[src/rtl/out_port_seg_pkg.sv]
// ----------------------------------------------------------------------------
// out_port_seg_pkg
//   Shared types, constants and helper functions for the out_port_bcd_seg
//   decimal display stage.
//   - state_e     : conversion engine states (IDLE / SHIFT / DONE)
//   - MAX_DEC     : largest value that fits in six decimal digits
//   - N_SHIFT     : number of double-dabble shift steps (20-bit work register)
//   - SEG_*       : active-low 7-segment codes, bit6=g .. bit0=a
//   - seg_decode  : BCD nibble -> segment code
//   - bcd_add3    : the "add 3 to every nibble >= 5" correction step
// ----------------------------------------------------------------------------
package out_port_seg_pkg;

    typedef enum logic [1:0] {
        IDLE  = 2'd0,
        SHIFT = 2'd1,
        DONE  = 2'd2
    } state_e;

    localparam int MAX_DEC  = 999999;
    localparam int N_SHIFT  = 20;
    localparam int N_DIGITS = 6;
    localparam int WORK_W   = 20;
    localparam int BCD_W    = 4 * N_DIGITS;

    localparam logic [6:0] SEG_0     = 7'b1000000;
    localparam logic [6:0] SEG_1     = 7'b1111001;
    localparam logic [6:0] SEG_2     = 7'b0100100;
    localparam logic [6:0] SEG_3     = 7'b0110000;
    localparam logic [6:0] SEG_4     = 7'b0011001;
    localparam logic [6:0] SEG_5     = 7'b0010010;
    localparam logic [6:0] SEG_6     = 7'b0000010;
    localparam logic [6:0] SEG_7     = 7'b1111000;
    localparam logic [6:0] SEG_8     = 7'b0000000;
    localparam logic [6:0] SEG_9     = 7'b0010000;
    localparam logic [6:0] SEG_BLANK = 7'b1111111;
    localparam logic [6:0] SEG_DASH  = 7'b0111111;

    // Map one BCD nibble to its segment pattern; codes 10..15 can never
    // reach the display and are shown as blank.
    function automatic logic [6:0] seg_decode(input logic [3:0] nib);
        logic [6:0] seg;
        case (nib)
            4'd0:    seg = SEG_0;
            4'd1:    seg = SEG_1;
            4'd2:    seg = SEG_2;
            4'd3:    seg = SEG_3;
            4'd4:    seg = SEG_4;
            4'd5:    seg = SEG_5;
            4'd6:    seg = SEG_6;
            4'd7:    seg = SEG_7;
            4'd8:    seg = SEG_8;
            4'd9:    seg = SEG_9;
            default: seg = SEG_BLANK;
        endcase
        return seg;
    endfunction

    // Double-dabble correction: every nibble >= 5 gets +3 so that the
    // following left shift carries correctly into the next decimal digit.
    function automatic logic [BCD_W-1:0] bcd_add3(input logic [BCD_W-1:0] bcd);
        logic [BCD_W-1:0] res;
        res = bcd;
        for (int i = 0; i < N_DIGITS; i++) begin
            if (bcd[4*i +: 4] >= 4'd5) begin
                res[4*i +: 4] = bcd[4*i +: 4] + 4'd3;
            end else begin
                res[4*i +: 4] = bcd[4*i +: 4];
            end
        end
        return res;
    endfunction

endpackage

[src/rtl/seg7_digit.sv]
// ----------------------------------------------------------------------------
// seg7_digit
//   One 7-segment digit decoder with blank and dash overrides.
//   Ports:
//     bcd   in  [3:0]  decimal digit to show
//     blank in         force all segments off
//     dash  in         force the middle segment only (takes priority over blank)
//     seg   out [6:0]  active-low segments, bit6=g .. bit0=a
// ----------------------------------------------------------------------------
module seg7_digit
    import out_port_seg_pkg::*;
(
    input  logic [3:0] bcd,
    input  logic       blank,
    input  logic       dash,
    output logic [6:0] seg
);

    // Override selection: dash beats blank beats the decoded digit.
    always_comb begin
        seg = SEG_BLANK;
        if (dash) begin
            seg = SEG_DASH;
        end else if (blank) begin
            seg = SEG_BLANK;
        end else begin
            seg = seg_decode(bcd);
        end
    end

endmodule

[src/rtl/out_port_bcd_seg.sv]
// ----------------------------------------------------------------------------
// out_port_bcd_seg
//   Shows one CPU output port value in decimal on six 7-segment digits.
//   A sequential shift-add-3 engine re-converts automatically whenever the
//   port value differs from the last value converted; values above 999999
//   are shown as six dashes.
//   Parameters:
//     BLANK_LZ  1 = blank leading-zero digits (HEX0 always lit), 0 = show all
//     DATA_W    width of the port value
//   Ports:
//     clk        in            rising-edge clock
//     reset      in            asynchronous, active-low reset
//     value      in  [DATA_W]  unsigned port value
//     HEX0..HEX5 out [6:0]     active-low segments, HEX0 = units digit
//     busy       out           conversion in progress (SHIFT or DONE)
//     ovf        out           displayed value is an overflow
// ----------------------------------------------------------------------------
module out_port_bcd_seg
    import out_port_seg_pkg::*;
#(
    parameter int BLANK_LZ = 1,
    parameter int DATA_W   = 32
) (
    input  logic              clk,
    input  logic              reset,
    input  logic [DATA_W-1:0] value,
    output logic [6:0]        HEX0,
    output logic [6:0]        HEX1,
    output logic [6:0]        HEX2,
    output logic [6:0]        HEX3,
    output logic [6:0]        HEX4,
    output logic [6:0]        HEX5,
    output logic              busy,
    output logic              ovf
);

    // Narrow ports are zero-extended to at least the 20-bit work width so the
    // range compare and the work load use the same vector.
    localparam int          EXT_W    = (DATA_W > WORK_W) ? DATA_W : WORK_W;
    localparam logic [4:0]  LAST_CNT = 5'(N_SHIFT - 1);

    state_e               state_q, state_d;
    logic [DATA_W-1:0]    last_conv_q, last_conv_d;
    logic [WORK_W-1:0]    work_q, work_d;
    logic [BCD_W-1:0]     bcd_q, bcd_d;
    logic [4:0]           cnt_q, cnt_d;
    logic [BCD_W-1:0]     disp_q, disp_d;
    logic                 ovf_q, ovf_d;
    logic                 ovf_next_q, ovf_next_d;

    logic [EXT_W-1:0]     value_ext_s;
    logic                 value_changed_s;
    logic                 in_range_s;
    logic [BCD_W-1:0]     bcd_adj_s;
    logic [N_DIGITS-1:0]  blank_s;
    logic [6:0]           seg_s [N_DIGITS];

    assign value_ext_s     = EXT_W'(value);
    assign value_changed_s = (value != last_conv_q);
    assign in_range_s      = (value_ext_s <= EXT_W'(MAX_DEC));
    assign bcd_adj_s       = bcd_add3(bcd_q);

    // State register.
    always_ff @(posedge clk or negedge reset) begin
        if (!reset) begin
            state_q <= IDLE;
        end else begin
            state_q <= state_d;
        end
    end

    // Datapath registers.
    always_ff @(posedge clk or negedge reset) begin
        if (!reset) begin
            last_conv_q <= '0;
            work_q      <= '0;
            bcd_q       <= '0;
            cnt_q       <= 5'd0;
            disp_q      <= '0;
            ovf_q       <= 1'b0;
            ovf_next_q  <= 1'b0;
        end else begin
            last_conv_q <= last_conv_d;
            work_q      <= work_d;
            bcd_q       <= bcd_d;
            cnt_q       <= cnt_d;
            disp_q      <= disp_d;
            ovf_q       <= ovf_d;
            ovf_next_q  <= ovf_next_d;
        end
    end

    // Next-state logic: overflow values skip the shift phase entirely.
    always_comb begin
        state_d = state_q;
        case (state_q)
            IDLE: begin
                if (value_changed_s) begin
                    if (in_range_s) begin
                        state_d = SHIFT;
                    end else begin
                        state_d = DONE;
                    end
                end else begin
                    state_d = IDLE;
                end
            end
            SHIFT: begin
                if (cnt_q == LAST_CNT) begin
                    state_d = DONE;
                end else begin
                    state_d = SHIFT;
                end
            end
            DONE:    state_d = IDLE;
            default: state_d = IDLE;
        endcase
    end

    // Datapath next values. The value is captured only in IDLE, so changes
    // during SHIFT/DONE are picked up by the next IDLE compare and the display
    // only ever receives a fully converted result.
    always_comb begin
        last_conv_d = last_conv_q;
        work_d      = work_q;
        bcd_d       = bcd_q;
        cnt_d       = cnt_q;
        disp_d      = disp_q;
        ovf_d       = ovf_q;
        ovf_next_d  = ovf_next_q;
        case (state_q)
            IDLE: begin
                if (value_changed_s) begin
                    last_conv_d = value;
                    if (in_range_s) begin
                        work_d     = value_ext_s[WORK_W-1:0];
                        bcd_d      = '0;
                        cnt_d      = 5'd0;
                        ovf_next_d = 1'b0;
                    end else begin
                        ovf_next_d = 1'b1;
                    end
                end else begin
                    last_conv_d = last_conv_q;
                end
            end
            SHIFT: begin
                // Correct, then shift {bcd, work} left by one bit.
                {bcd_d, work_d} = {bcd_adj_s[BCD_W-2:0], work_q, 1'b0};
                cnt_d           = cnt_q + 5'd1;
            end
            DONE: begin
                // On overflow the stale bcd is loaded but masked by ovf.
                disp_d = bcd_q;
                ovf_d  = ovf_next_q;
            end
            default: begin
                cnt_d = 5'd0;
            end
        endcase
    end

    // FSM output.
    always_comb begin
        busy = 1'b0;
        if (state_q != IDLE) begin
            busy = 1'b1;
        end else begin
            busy = 1'b0;
        end
    end

    // Leading-zero blanking: digit i>0 goes dark when it and every higher
    // digit are zero. HEX0 is never blanked so zero still reads as "0".
    always_comb begin
        blank_s = '0;
        for (int i = 1; i < N_DIGITS; i++) begin
            if ((BLANK_LZ != 0) && ((disp_q >> (4 * i)) == 24'd0)) begin
                blank_s[i] = 1'b1;
            end else begin
                blank_s[i] = 1'b0;
            end
        end
    end

    for (genvar g = 0; g < N_DIGITS; g++) begin : g_digit
        seg7_digit u_digit (
            .bcd   (disp_q[4*g +: 4]),
            .blank (blank_s[g]),
            .dash  (ovf_q),
            .seg   (seg_s[g])
        );
    end

    assign HEX0 = seg_s[0];
    assign HEX1 = seg_s[1];
    assign HEX2 = seg_s[2];
    assign HEX3 = seg_s[3];
    assign HEX4 = seg_s[4];
    assign HEX5 = seg_s[5];
    assign ovf  = ovf_q;

endmodule

[config.mk]
export PLATFORM = sky130hd
export DESIGN_NAME = out_port_bcd_seg
export DESIGN_NICKNAME = d
export VERILOG_FILES = /design/src/rtl/out_port_seg_pkg.sv /design/src/rtl/seg7_digit.sv /design/src/rtl/out_port_bcd_seg.sv
export SDC_FILE = /design/constraint.sdc
export NUM_CORES = 1
export LEC_CHECK = 0
export CORE_MARGIN = 4
export CORE_UTILIZATION = 40
export CTS_CLUSTER_DIAMETER = 120
export DETAILED_ROUTE_END_ITERATION = 8
export DONT_BUFFER_PORTS = 1
export PLACE_DENSITY = 0.65
export REMOVE_ABC_BUFFERS = 1
export SYNTH_ARGS = -nofsm -noshare
export SYNTH_HDL_FRONTEND = slang
export SYNTH_SLANG_ARGS = --single-unit
[constraint.sdc]
create_clock -name clk -period 3.2 [get_ports clk]
set_clock_uncertainty 0.2 [all_clocks]
set_input_delay 0.64 -clock clk [delete_from_list [all_inputs] [get_ports clk]]
set_output_delay 0.64 -clock clk [all_outputs]
set_load 0.01 [all_outputs]
* Word-level counts from Yosys, hierarchy flattened
Memory sizes are Yosys's and may differ from the RTL's. Index checks and enable logic that the tools add are counted.
Word-level totals: flip-flop bits (word level) 109, ROM bits 672, output and inout bits 44, word-level logic and storage cells 83, memories kept 6
Memory list:
- (name not given) | depth 16, width 7, read ports 1, clocked after memory_dff 0, write ports 0, line out_port_seg_pkg.sv:43 | case (nib)
- (name not given) | depth 16, width 7, read ports 1, clocked after memory_dff 0, write ports 0, line out_port_seg_pkg.sv:43
- (name not given) | depth 16, width 7, read ports 1, clocked after memory_dff 0, write ports 0, line out_port_seg_pkg.sv:43
- (name not given) | depth 16, width 7, read ports 1, clocked after memory_dff 0, write ports 0, line out_port_seg_pkg.sv:43
- (name not given) | depth 16, width 7, read ports 1, clocked after memory_dff 0, write ports 0, line out_port_seg_pkg.sv:43
- (name not given) | depth 16, width 7, read ports 1, clocked after memory_dff 0, write ports 0, line out_port_seg_pkg.sv:43
Operators by class: add/subtract/negate cells 7, $lt $le $gt $ge 7, eq/ne operators 6, muxes and demuxes 37, bitwise logic cells 1, reductions and logical operators 11
Operator list (number):
- $logic_not 24->1 | 5
- $mux 7 | 11
- $mux 24 | 2
- $pmux 24 s2 | 1
- $mux 20 | 2
- $pmux 20 s2 | 1
- $le 32x20->1 const B | 1
- $ne 32x32->1 | 1
- $ge 4x3->1 const B | 6
- $add 4x2->4 const B | 5
- $mux 4 | 5
- $pmux 5 s3 | 1
- $mux 5 | 2
- $mux 1 | 7
- $mux 2 | 3
- $reduce_and 3->1 | 2
- $add 5x1->5 const B | 1
- $eq 5x5->1 const B | 1
- $ne 2x2->1 const B | 2
- $pmux 2 s2 | 1
- $reduce_bool 2->1 | 2
- $add 3x2->3 const B | 1
- $mux 3 | 1
- $eq 2x1->1 const B | 1
- 4 further kinds | 4

* Depth between registers and ports, before layout
word-level depth 4, gate-level depth with buffers 8, gate-level depth less buffers 8

* By module
A second synthesis with hierarchy kept.
Second synthesis, totals: cells, all modules 646, area, all modules 6686.4 µm²
Modules (own cells, without submodules):
- out_port_bcd_seg | times used 1, cells each 462, area an instance 5320.1 µm²
- seg7_digit at g_digit[2].u_digit ... | times used 4, cells each 30, area an instance 231.5 µm²
- seg7_digit at g_digit[0].u_digit ... | times used 2, cells each 32, area an instance 220.2 µm²

* Worst setup path after synthesis
No wires, ideal clock.
path kind flip-flop to output port, start register disp_q[16], end output HEX1[0], arrival time 2381 ps, setup slack -21 ps, cell stages (with the launch flop) 9, cell sequence dfrtp_1 > inv_1 > ha_1 > or4b_4 > or4b_4 > or3b_1 > a21oi_1 > nor2_1 > o21ai_0
On the way: cells in the longest elaborated chain, start to end 4
Ends and longest elaborated chain:
- from (decl) | line out_port_bcd_seg.sv:47 | logic [BCD_W-1:0] disp_q, disp_d;
- from (signal assigned) | line out_port_bcd_seg.sv:87 | disp_q <= disp_d;
- $logic_not 24->1 | line out_port_bcd_seg.sv:178 | if ((BLANK_LZ != 0) && ((disp_q >> (4 * i)) == 24'd0)) begin
- $mux 1 | line out_port_bcd_seg.sv:178
- $mux 7 | line seg7_digit.sv:24 | end else if (blank) begin
- $mux 7 | line seg7_digit.sv:22 | if (dash) begin
- to (decl) | line out_port_bcd_seg.sv:28 | output logic [6:0] HEX1,
No other way between the ends.

* Worst setup path after layout
start register disp_q[12], end output HEX1[2]
Same word-level chain as after synthesis.

==> results.md <==
- Status: finished, violations left
- Violated checks: negative hold slack, negative setup slack
- Clock Latency Late Sink: 350 ps
- Port Buffers: 0
- Setup violators final: 18
- Clock Root Buffer: clkbuf_16
- CP Cell Sequence: inv_2 -> ha_2 -> or3b_4 -> or4b_4 -> or3b_1 -> a21oi_2 -> nor2_4 -> nand2_2
- Dpl ws: -89.8 ps
- Initial antenna violation count: 0
- Tmin final: 3530 ps
- Detailed-router iteration count before antenna repair: 4
- Placed Cells: 910
- Drt first-iter violations: 278
- Commonest cells after routing, fill and taps aside: dfrtp_1 (109), nor2_1 (71), buf_4 (51)
- EDFF count, synth: 0
- Most common cell after layout, fill and taps aside: dfrtp_1
- Hold slack: -216 ps
- Unrepaired setup endpoints after global routing: true
- Clock-pin slew on the worst setup and hold paths: 70 ps
- P_leak: 3.13 nW
- DRC Markers: 0
- Crit path largest cell delay: 550 ps
- Antenna Nets Post-Route: 0
- Aggregate global routing overflow: 0
- Crit path max-delay cell type: or4b_4
- Relative slew slack: 0.473
- Crit share post-route: 1.10
- Via count: 5,092
- Synthesis-stage register bit count: 109
- Pwr per Cell Area: 358 nW/um2
- IO Pins: 78
- Area growth syn-to-layout: 16.9%
- Synth Flop Type: dfrtp_1
- Die width: 136 um
- CP Capture Type: output port
- Maximum root-to-sink buffer count: 2
- Max IR drop VDD: 0.330 mV
- Setup TNS Final: -3860 ps
- H-tree Lvls: 3
- Sequential-to-total area share from yosys stat: 0.419
- Yosys top cell area share: 0.419
- Nets: 796
- Placer Congestion: 0.819
- Pins Over Slew Limit: 0
- CTS tree: built
- Final Cell Area: 7610 um2
- Worst Hold Class: primary input to async pin
- Synth unique cells: 46
- Largest net degree at the start of global routing: 110
- CTS Buf Count: 9
- First-pass GRT wire length: 24,500 um
- Fmax: 283 MHz
- DP Area: 6950 um2
- Clock net sink count: 109
- Area leader, netlist: dfrtp_1
- Rows: 46
- Switching power share of the total: 0.208
- Total core area: 15,900 um2
- Gr usage total: 0.161
- Comb pwr share: 0.042
- Synth Cell Area: 6510 um2
- Max-cap viol count: 0
- Startpoint type of the worst setup path: flop
- DR WL/cell: 15.4 um
- WS Path Type: flop to output port
- Worst Path Required: 2360 ps
- Async S/R FF share, synth: 1.00
- Worst-path fanout max: 5
- Power, Total: 2.73 mW
- P_int: 2.16 mW
- Syn Area/Cell: 9.45 um2
- Hpwl dp: 10,200 um
- WP data arrival: 2690 ps
- Layout cells sized above 1: 0.228
- Reported net switching power: 567 uW
- Total routed wirelength: 14,500 um
- Mapped Cells: 689
- Via density: 5.42
- Ys Warns: 0
- Die height: 136 um
- Die area: 18,400 um2
- Setup ws final: -328 ps
- Worst-Margin Slew: 790 ps
- Hold Vio Cnt, Final: 109
- Number of global-route vias before repair: 5,179
- Clock Power Share: 0.437
- ANT cells: 0
- Final std cells w/o fill: 940
- Initial Util: 0.408
- Sequential Power Share: 0.521
- Synth top area cells: dfrtp_1 (42%), ha_1 (8.3%), mux2_2 (7.6%)
-- sequential cells by signal (all words and copies together) (netlist names) --
name and flops:
bcd_q 24, cnt_q 5, disp_q 24, last_conv_q 32
ovf 1, ovf_next_q 1, state_q 2, work_q 20
-- power groups by stage --
stage	Combinational, mW	Sequential (mW)	Clock [mW]
floorplan	0.0878	1.44	0
global placement	0.105	1.45	0
detailed placement	0.110	1.45	0
CTS	0.115	1.42	1.22
global route	0.128	1.42	1.28
finish	0.115	1.42	1.19
-- logic make-up (layout without fill, tap and decap cells) --
family | count (synthesis) | count (layout) | share of synthesized area
fa+ha+maj | 43 | 43 | 0.0826
simple gates | 192 | 192 | 0.139
mux | 51 | 51 | 0.0869
xor+xnor | 43 | 43 | 0.0578
flops | 109 | 109 | 0.419
compound gates | 181 | 181 | 0.173
buf+inv | 70 | 105 | 0.0411
-- per-layer routing --
layer	wire (um)	vias to the layer above	global-route usage
li1	-	2467	-
met4	274	0	0.0498
met1	6030	2481	0.189
met2	7110	116	0.277
met3	1050	28	0.0561
met5	0	-	0
-- repair_timing --
action	4_1_cts	5_1_grt
pin swaps	8	7
cloned	0	0
endpoints found under the hold margin	109	109
setup endpoints to repair	18	25
buffers inserted	12	6
resized for setup	51	23
-- critical path, delay by kind of cell (launching register included) --
kind            cells  cell delay [ps]
buf+inv             1               60
fa+ha+maj           1              170
simple gates        5             1530
flops               1              390
compound gates      1              200
-- final timing paths --
path	startpoint	to	slack (ps)	cells past startpoint
worst max register to register	last_conv_q[16]	last_conv_q[4]	860	7
worst max-delay path	disp_q[12]	HEX1[2]	-330	8
worst min register to register	bcd_q[21]	disp_q[21]	290	2
min in group clk	value[30]	last_conv_q[30]	240	1
max in group asynchronous	reset	work_q[18]	2850	0
worst min-delay path	reset	last_conv_q[26]	-220	0
-- per-stage QoR --
stage | utilization | hold WS [ps]
final | 0.478 | -216
after global routing | 0.478 | -239
after CTS | 0.471 | -232
after detailed placement | 0.436 | 147
after global placement | 0.436 | 148
after floorplan | - | 144
-- synthesized netlist by cell type, types with 3 or more instances --
| master | number |
|---|---|
| a211oi_1 | 7 |
| a21oi_1 | 42 |
| a22o_1 | 16 |
| a31oi_1 | 18 |
| buf_2 | 4 |
| clkbuf_1 | 31 |
| dfrtp_1 | 109 |
| ha_1 | 43 |
| inv_1 | 34 |
| mux2_2 | 44 |
| mux2i_1 | 7 |
| nand2_1 | 49 |
| nand2b_1 | 17 |
| nand3_1 | 5 |
| nand4_1 | 10 |
| nor2_1 | 74 |
| nor2b_1 | 6 |
| nor3_1 | 9 |
| nor3b_1 | 6 |
| nor4_1 | 6 |
| o21a_1 | 19 |
| o21ai_0 | 52 |
| o21bai_1 | 3 |
| o22ai_1 | 11 |
| or2_2 | 3 |
| xnor2_1 | 42 |
-- area by class of cell --
| class | instances | area (um2) |
|---|---|---|
| Multi-Input combinational cell | 510 | 3740 |
| Timing Repair Buffer | 54 | 417 |
| Sequential cell | 109 | 2730 |
| Inverter | 35 | 131 |
| Clock buffer | 9 | 225 |
| Fill cell | 1477 | 8330 |
| Clock inverter | 7 | 100 |
| Tap cell | 216 | 270 |
(Power assumes the default switching activity.)
